[src/rtl/mathb_seq_ctrl.sv]
// Job sequencer for the eFPGA math block: streams operand/coefficient pairs out of
// the TPRAMs into the MAC, waits out the read and MAC latency, then holds the result.
module mathb_seq_ctrl #(
  parameter int ADDR_W  = 10,
  parameter int RD_LAT  = 1,
  parameter int MAC_LAT = 2
) (
  input  logic              EFPGA2MATHB_CLK,
  input  logic              acc_ff_rstn,
  input  logic              start,
  input  logic [ADDR_W-1:0] base_addr,
  input  logic [ADDR_W-1:0] length,
  input  logic [1:0]        mode,
  input  logic              abort,
  output logic              busy,
  output logic              res_valid,
  input  logic              res_ready,
  output logic [31:0]       res_data,
  output logic              TPRAM_R_EN,
  output logic [ADDR_W-1:0] TPRAM_OPER_R_ADDR,
  output logic [ADDR_W-1:0] TPRAM_COEF_R_ADDR,
  output logic [1:0]        EFPGA_MATHB_OPER_defPin,
  output logic [1:0]        EFPGA_MATHB_COEF_defPin,
  output logic              EFPGA_MATHB_OPER_SEL,
  output logic              EFPGA_MATHB_COEF_SEL,
  output logic              EFPGA_MATHB_CLK_EN,
  output logic              EFPGA_MATHB_MAC_ACC_CLEAR,
  output logic [1:0]        EFPGA_MATHB_DATAOUT_SEL,
  input  logic [31:0]       FMATHB_EFPGA_MAC_OUT
);

  typedef enum logic [2:0] {
    IDLE   = 3'd0,
    CLEAR  = 3'd1,
    FETCH  = 3'd2,
    DRAIN  = 3'd3,
    RESULT = 3'd4
  } state_t;

  localparam logic [7:0] DRAIN_LAST = 8'(RD_LAT + MAC_LAT - 1);

  state_t              state_q, state_d;
  logic [ADDR_W-1:0]   addr_q, addr_d;
  logic [ADDR_W-1:0]   cnt_q, cnt_d;
  logic [7:0]          dcnt_q, dcnt_d;
  logic [1:0]          mode_q, mode_d;
  logic [31:0]         res_data_q, res_data_d;
  logic [RD_LAT-1:0]   en_pipe_q, en_pipe_d;
  logic                ren;
  logic                clr;
  logic                abort_act;

  always_comb begin
    state_d    = state_q;
    addr_d     = addr_q;
    cnt_d      = cnt_q;
    dcnt_d     = dcnt_q;
    mode_d     = mode_q;
    res_data_d = res_data_q;
    ren        = 1'b0;
    clr        = 1'b0;
    abort_act  = 1'b0;

    case (state_q)
      IDLE: begin
        if (start) begin
          mode_d = mode;
          if (length != '0) begin
            addr_d  = base_addr;
            cnt_d   = length - ADDR_W'(1);
            state_d = CLEAR;
          end else begin
            res_data_d = '0;
            state_d    = RESULT;
          end
        end
      end
      CLEAR, FETCH: begin
        // cnt_q counts reads still to issue after the one on the bus this cycle
        ren = 1'b1;
        clr = (state_q == CLEAR);
        if (cnt_q != '0) begin
          addr_d  = addr_q + ADDR_W'(1);
          cnt_d   = cnt_q - ADDR_W'(1);
          state_d = FETCH;
        end else begin
          dcnt_d  = DRAIN_LAST;
          state_d = DRAIN;
        end
      end
      DRAIN: begin
        if (dcnt_q == '0) begin
          res_data_d = FMATHB_EFPGA_MAC_OUT;
          state_d    = RESULT;
        end else begin
          dcnt_d = dcnt_q - 8'd1;
        end
      end
      RESULT: begin
        if (res_ready) state_d = IDLE;
      end
      default: state_d = IDLE;
    endcase

    // Abort wins over any capture; in RESULT it is indistinguishable from an accept
    if (abort && (state_q != IDLE)) begin
      abort_act  = 1'b1;
      state_d    = IDLE;
      res_data_d = res_data_q;
    end

    en_pipe_d    = en_pipe_q;
    en_pipe_d[0] = ren;
    for (int k = 1; k < RD_LAT; k++) en_pipe_d[k] = en_pipe_q[k-1];
    if (abort_act) en_pipe_d = '0;
  end

  always_ff @(posedge EFPGA2MATHB_CLK or negedge acc_ff_rstn) begin
    if (!acc_ff_rstn) begin
      state_q    <= IDLE;
      addr_q     <= '0;
      cnt_q      <= '0;
      dcnt_q     <= '0;
      mode_q     <= 2'b00;
      res_data_q <= '0;
      en_pipe_q  <= '0;
    end else begin
      state_q    <= state_d;
      addr_q     <= addr_d;
      cnt_q      <= cnt_d;
      dcnt_q     <= dcnt_d;
      mode_q     <= mode_d;
      res_data_q <= res_data_d;
      en_pipe_q  <= en_pipe_d;
    end
  end

  assign busy                      = (state_q != IDLE);
  assign res_valid                 = (state_q == RESULT);
  assign res_data                  = res_data_q;
  assign TPRAM_R_EN                = ren;
  assign TPRAM_OPER_R_ADDR         = addr_q;
  assign TPRAM_COEF_R_ADDR         = addr_q;
  assign EFPGA_MATHB_OPER_defPin   = 2'b11;
  assign EFPGA_MATHB_COEF_defPin   = 2'b11;
  assign EFPGA_MATHB_OPER_SEL      = busy;
  assign EFPGA_MATHB_COEF_SEL      = busy;
  // The clear cycle enables the accumulator itself; afterwards it follows read data
  assign EFPGA_MATHB_CLK_EN        = clr | en_pipe_q[RD_LAT-1];
  assign EFPGA_MATHB_MAC_ACC_CLEAR = clr;
  assign EFPGA_MATHB_DATAOUT_SEL   = mode_q;

endmodule

[config.mk]
export PLATFORM = sky130hd
export DESIGN_NAME = mathb_seq_ctrl
export DESIGN_NICKNAME = d
export VERILOG_FILES = /design/src/rtl/mathb_seq_ctrl.sv
export SDC_FILE = /design/constraint.sdc
export NUM_CORES = 1
export LEC_CHECK = 0
export ABC_AREA = 1
export ABC_CLOCK_PERIOD_IN_PS = 4050
export CAP_MARGIN = 10
export CELL_PAD_IN_SITES_DETAIL_PLACEMENT = 0
export CELL_PAD_IN_SITES_GLOBAL_PLACEMENT = 2
export CORE_MARGIN = 5
export CORE_UTILIZATION = 28
export CTS_BUF_LIST = sky130_fd_sc_hd__clkbuf_8
export DETAILED_ROUTE_END_ITERATION = 8
export PLACE_DENSITY = 0.88
export RECOVER_POWER = 25
export SLEW_MARGIN = 30
export SYNTH_ARGS = -nofsm -noshare
export SYNTH_HDL_FRONTEND = slang
export SYNTH_SLANG_ARGS = --single-unit
[constraint.sdc]
create_clock -name EFPGA2MATHB_CLK -period 4.05 [get_ports EFPGA2MATHB_CLK]
set_input_delay 1.0125 -clock EFPGA2MATHB_CLK [delete_from_list [all_inputs] [get_ports EFPGA2MATHB_CLK]]
set_output_delay 1.0125 -clock EFPGA2MATHB_CLK [all_outputs]
set_load 0.005 [all_outputs]
# Yosys cells after proc, flatten, opt, wreduce, memory -nomap -nowiden
# Cells that the tools add are included.
classes:
  reduce_logical: 15
  eq_ne: 14
  add_sub_neg: 4
  bitwise_logic: 2
  n_mux: 26
ops:
  columns: ["op", "n"]
  rows:
  - ["32-bit two-way mux", 3]
  - ["32-bit case mux with 2 select lines", 1]
  - ["10-bit two-way mux", 6]
  - ["10-bit case mux with 2 select lines", 2]
  - ["10-bit nonzero test", 2]
  - ["10-bit by 1-bit subtractor with 10-bit output (second input constant)", 2]
  - ["8-bit two-way mux", 2]
  - ["8-bit case mux with 2 select lines", 1]
  - ["3-bit two-way mux", 5]
  - ["2-bit inequality test (second input constant)", 7]
  - ["3-bit case mux with 4 select lines", 1]
  - ["10-bit by 1-bit adder with 10-bit output (second input constant)", 1]
  - ["8-bit logical NOT", 1]
  - ["8-bit by 1-bit subtractor with 8-bit output (second input constant)", 1]
  - ["3-bit by 2-bit equality test with 1-bit output (second input constant)", 2]
  - ["3-bit inequality test (second input constant)", 2]
  - ["3-bit AND reduction", 2]
  - ["2-bit nonzero test", 3]
  - ["1-bit two-way mux", 5]
  - ["5-bit AND reduction", 1]
  - ["4-bit AND reduction", 1]
  - ["3-bit by 1-bit equality test with 1-bit output (second input constant)", 1]
  - ["3-bit equality test (second input constant)", 1]
  - ["3-bit logical NOT", 1]
  - ["7 further kinds", 7]
totals:
  word_cells: 68
  out_inout_bits: 65
  in_bits: 59
  ff_bits: 66

# Depth between registers and ports, before layout
depth:
  depth_word: 5
  ltp_mapped: 13

# Least setup slack after synthesis
# No wires, ideal clock.
synth_path:
  kind: "input-to-reg"
  from: "in length[8]"
  to: "reg res_data_q[10] (netlist: res_data[10])"
  arrival_time_ns: 1.984
  setup_slack_ns: 1.946
  setup_time_ns: 0.120
  path_stages: 7
  cell_sequence: "nor2_1 -> nand4_1 -> o21ai_0 -> nand3_2 -> clkbuf_1 -> o21ai_0 -> nand2_1"
synth_via:
  elab_chain_cells: 3
synth_rtl:
  columns: ["element", "line", "source"]
  rows:
  - ["from (decl)", "12", "input logic [ADDR_W-1:0] length,"]
  - ["10-bit nonzero test", "68", "if (length != '0) begin"]
  - ["2-bit inequality test (no line)", null, null]
  - ["5-bit AND reduction (no line)", null, null]
  - ["to (signal assigned)", "133", "res_data_q <= res_data_d;"]
  - ["to (decl)", "47", "logic [31:0] res_data_q, res_data_d;"]
# Every way passes these cells.
# A chain may end at the register's enable or synchronous reset.

# Final worst setup path
layout_path:
  from: "reg state_q[1]"
  to: "out TPRAM_R_EN"
layout_via:
  elab_chain_cells: 3
layout_rtl:
  columns: ["element", "line", "source"]
  rows:
  - ["from (decl)", "42", "state_t state_q, state_d;"]
  - ["from (signal assigned)", "128", "state_q <= state_d;"]
  - ["3-bit by 1-bit equality test with 1-bit output / 3-bit by 2-bit equality test with 1-bit output (equally long branches)", "64", "case (state_q)"]
  - ["2-bit OR reduction *", "64", null]
  - ["1-bit two-way mux *", "64", null]
  - ["to (decl)", "19", "output logic TPRAM_R_EN,"]
# Mark *: on every way between the ends. The rest lies on a longest branch, timed or not.

==> results by stage <==
Status:
- The flow ran to the end, but the final reports show violations.
- The checks that failed: capacitance limit, slew limit.

Floorplan:
- The row count is 42.
- The initial utilization of the core area, before any placement, comes to 0.286.
- The total I/O pin count is 124.
- The die span in x is 127 um.
- The core region is 0.0133 mm^2.
- The floorplan step defined a die boundary enclosing 0.0160 mm^2.
- The vertical extent of the die is 127 um.

STA:
- The number of pins with negative max-slew slack in the final report came to 38.
- Setup violations remaining at the end of the flow were counted as 0.
- The worst path needs 3020 ps of the cycle, external delays included.
- The setup TNS is 0 ps.
- The number of endpoints with negative hold slack in the final report is 0.
- Static timing analysis puts the maximum clock frequency at 331 MHz.
- The part of the cycle the worst path needs is 0.745.
- Setup repair after global routing left no endpoint under its margin.
- The worst pin sits at a relative slew slack of -0.566.
- Final hold analysis gives a worst-case slack of 507 ps.
- For the pin with the worst max-slew slack, the measured transition is 2350 ps.
- The clock arrives with 8.02 ps of skew.

Drt:
- The via count normalized by instance count is 4.66.
- For this block, the routed nets add up to 11000 um of wire.
- The number of design-rule violations left by the first detailed-router iteration is 160.
- The DRC violations left is 0.
- The detail route stage leaves a number of antenna-violating nets equal to 0.
- The first TritonRoute pass finished after 4 iterations.
- The final route contains 3593 vias.
- In the final routed layout, each cell accounts on average for 14.3 um.

Clock network:
- In this run, post-CTS hold repair placed 0 buffers.
- After clock tree synthesis, the repair step resized 0 gates.
- The CTS tree is built.
- The tree built by TritonCTS fans out to 66 sinks.
- The clock tree root driver cell is sky130_fd_sc_hd__clkbuf_8.
- The number of H-tree branching levels is 3.
- The count of buffers added by post-CTS timing repair for setup is 0.
- The number of buffers between clock root and the deepest sink is 2.
- Clock tree synthesis inserted a total of 9 buffers.
- The later pin in the worst-skew pair is clocked with a latency of 350 ps.
- The clock transition at the register clock pins on the worst setup and hold paths after CTS is 70 ps.

Synth:
- Synthesis produced a netlist whose cell count is 491.
- sky130_fd_sc_hd__dfrtp_1 takes more of the synthesized area than any other cell.
- The synthesized cell area is 0.00381 mm^2.
- During synthesis, Yosys emitted a total of 0 warnings.
- The most used flip-flop cell after synthesis is sky130_fd_sc_hd__dfrtp_1.
- Counting flops and latches in the post-synthesis netlist gives 66.
- The unique cell type count in the Yosys netlist is 35.
- The top-area cell type share of the netlist area is 0.434.
- The commonest cells after synthesis are sky130_fd_sc_hd__nand2_1, sky130_fd_sc_hd__dfrtp_1, sky130_fd_sc_hd__nand3_1.
- The share of the Yosys chip area taken by registers is 0.434.
- The per-instance average area after synthesis is 7.75 um^2.
- The async set or reset register ratio after synthesis is 1.00.
- The most repeated cell in the gate-level netlist after synthesis is sky130_fd_sc_hd__nand2_1.
- By area the synthesized netlist is led by sky130_fd_sc_hd__dfrtp_1, sky130_fd_sc_hd__nand2_1, sky130_fd_sc_hd__nand3_1.
- The number of flops mapped to enable cells by yosys is 0.

Global routing:
- The met2 capacity usage during global routing is 0.224.
- Entering global routing, the biggest net connects 40 pins.
- The initial antenna violation count came to 1.
- The global routing stage identified its most utilized layer as met2.
- Across every metal layer, demand over resource in global routing totals 0.143.
- The first global-routing pass estimated 18700 um of wire.
- The via count of the first global-routing pass was 3715.
- For this run, global-route usage on met3 was measured as 0.0652.
- For this run, global-route usage on met1 was measured as 0.180.
- Summed over all layers, the global routing overflow is 0.

Hold path:
- The worst min-delay path category is flip-flop to flip-flop.

Power and ir drop:
- The analysis attributes to cell leakage a power of 2.51 nW.
- IR analysis of the VDD net gives a maximum drop of 0.284 mV.
- The cell area power density is 742 mW/mm^2.
- The sum of internal, switching and leakage power is 3.85 mW.

Critical path:
- In this design, the largest share of critical-path delay is due to buffers and inverters.
- The biggest fanout along the worst timing path is 12.
- The kind of critical path is flip-flop to output pin.
- Traced cell by cell, the critical path runs through inv_2 > nand2_4 > nand3_2 > inv_1 > clkdlybuf4s50_1.
- The worst setup path is launched from a flip-flop.
- The kind of end point of the critical path is an output pin.
- The arrival time at the worst endpoint is 2010 ps.
- In this design, the stage delay of the slowest critical-path cell is 600 ps.
- The cell with the largest stage delay on the worst path is sky130_fd_sc_hd__clkdlybuf4s50_1.
- The worst path required time is 3040 ps.
- The total buffers and inverters traversed by the critical path is 3.

Placed design:
- The total of buffers placed on input and output ports is 119.
- The post-detailed-placement half-perimeter wirelength is 7760 um.
- In this run, placement finished with an instance count of 755.
- The routability congestion estimate is 0.779.

Finish:
- The share of post-route cells with drive strength above 1 is 0.0891.
- After the flow finishes, the layout carries non-filler instances totaling 771.
- The repair_antennas step left the layout with diodes totalling 0.
- The area added between synthesis and finish is 36.1%.
- The number of nets in the layout is 653.

Flow run:
- Across the run, the number of max-cap violations was 1.
tightest hold or removal path, cell delays in order (launching register included):
cell and delay, ps:
sky130_fd_sc_hd__dfrtp_1 350, sky130_fd_sc_hd__nand2_1 50, sky130_fd_sc_hd__o21ai_1 60
stage by stage:
stage	utilization	cell area (um^2)	setup WS, ps
6_report	0.390	5180	1030
5_1_grt	0.390	5180	879
4_1_cts	0.390	5190	994
3_5_place_dp	0.375	4990	978
3_3_place_gp	0.375	4990	958
2_1_floorplan	-	3820	1950
layout make-up:
| type | count | area (um^2) |
|---|---|---|
| Multi-Input combinational cell | 342 | 1710 |
| Inverter | 48 | 180 |
| Fill cell | 1357 | 8110 |
| Timing Repair Buffer | 123 | 1230 |
| Tap cell | 176 | 220 |
| Clock inverter | 5 | 46.3 |
| Sequential cell | 66 | 1650 |
| Clock buffer | 11 | 151 |
report_power, final:
group | leakage [nW] | internal, mW | switching, mW
clock | 0.113 | 0.311 | 0.258
sequential | 0.864 | 0.925 | 0.207
combinational | 1.53 | 0.927 | 1.22
total | 2.51 | 2.16 | 1.68
flip-flops by register name, summed over array words and instances (netlist names):
name	flops
TPRAM_COEF_R_ADDR	10
EFPGA_MATHB_DATAOUT_SEL	2
res_data	32
dcnt_q	8
cnt_q	10
en_pipe_q	1
state_q	3
cells in the final DEF, fill, tap and decap left out, drive strengths merged, types with 2 or more instances in the layout:
cell type      count
o21ai             64
dfrtp             66
mux2               2
nand4              7
clkbuf            12
ha                 4
xor2               8
a21oi              3
nand3             66
conb               4
inv               51
clkdlybuf4s50    118
nand2            129
nor3               3
o21a               2
buf                4
nand3b             3
nor2              42
a31oi              2
layer usage:
metal  vias up  part of all wire
li1       1758                 -
met1      1680              0.44
met2       143              0.45
met3        10              0.10
met4         2            0.0083
met5         -           0.00064
cells by family after synthesis:
group                    Yosys count  share of synthesized area
flip-flops                        66                      0.434
multiplexers                       2                    0.00591
AO/OA/AOI/OAI                     72                      0.103
buffers and inverters             86                      0.121
XOR/XNOR                           9                     0.0207
other                              1                   0.000985
AND/OR/NAND/NOR                  251                      0.301
adder cells (fa/ha/maj)            4                     0.0131
path summary, 6_finish.rpt:
check                                             end  depth (start not counted)  slack, ps        start
min                                          cnt_q[3]                          2        510     cnt_q[3]
max                                        TPRAM_R_EN                          5       1030   state_q[1]
max reg2reg                              res_data[29]                          8       1470   state_q[2]
min reg2reg                                  cnt_q[3]                          2        510     cnt_q[3]
min in group asynchronous                    cnt_q[9]                          1       1360  acc_ff_rstn
max in group asynchronous  EFPGA_MATHB_DATAOUT_SEL[1]                          1       1330  acc_ff_rstn
Note: power is estimated with default switching activity, not from simulation.
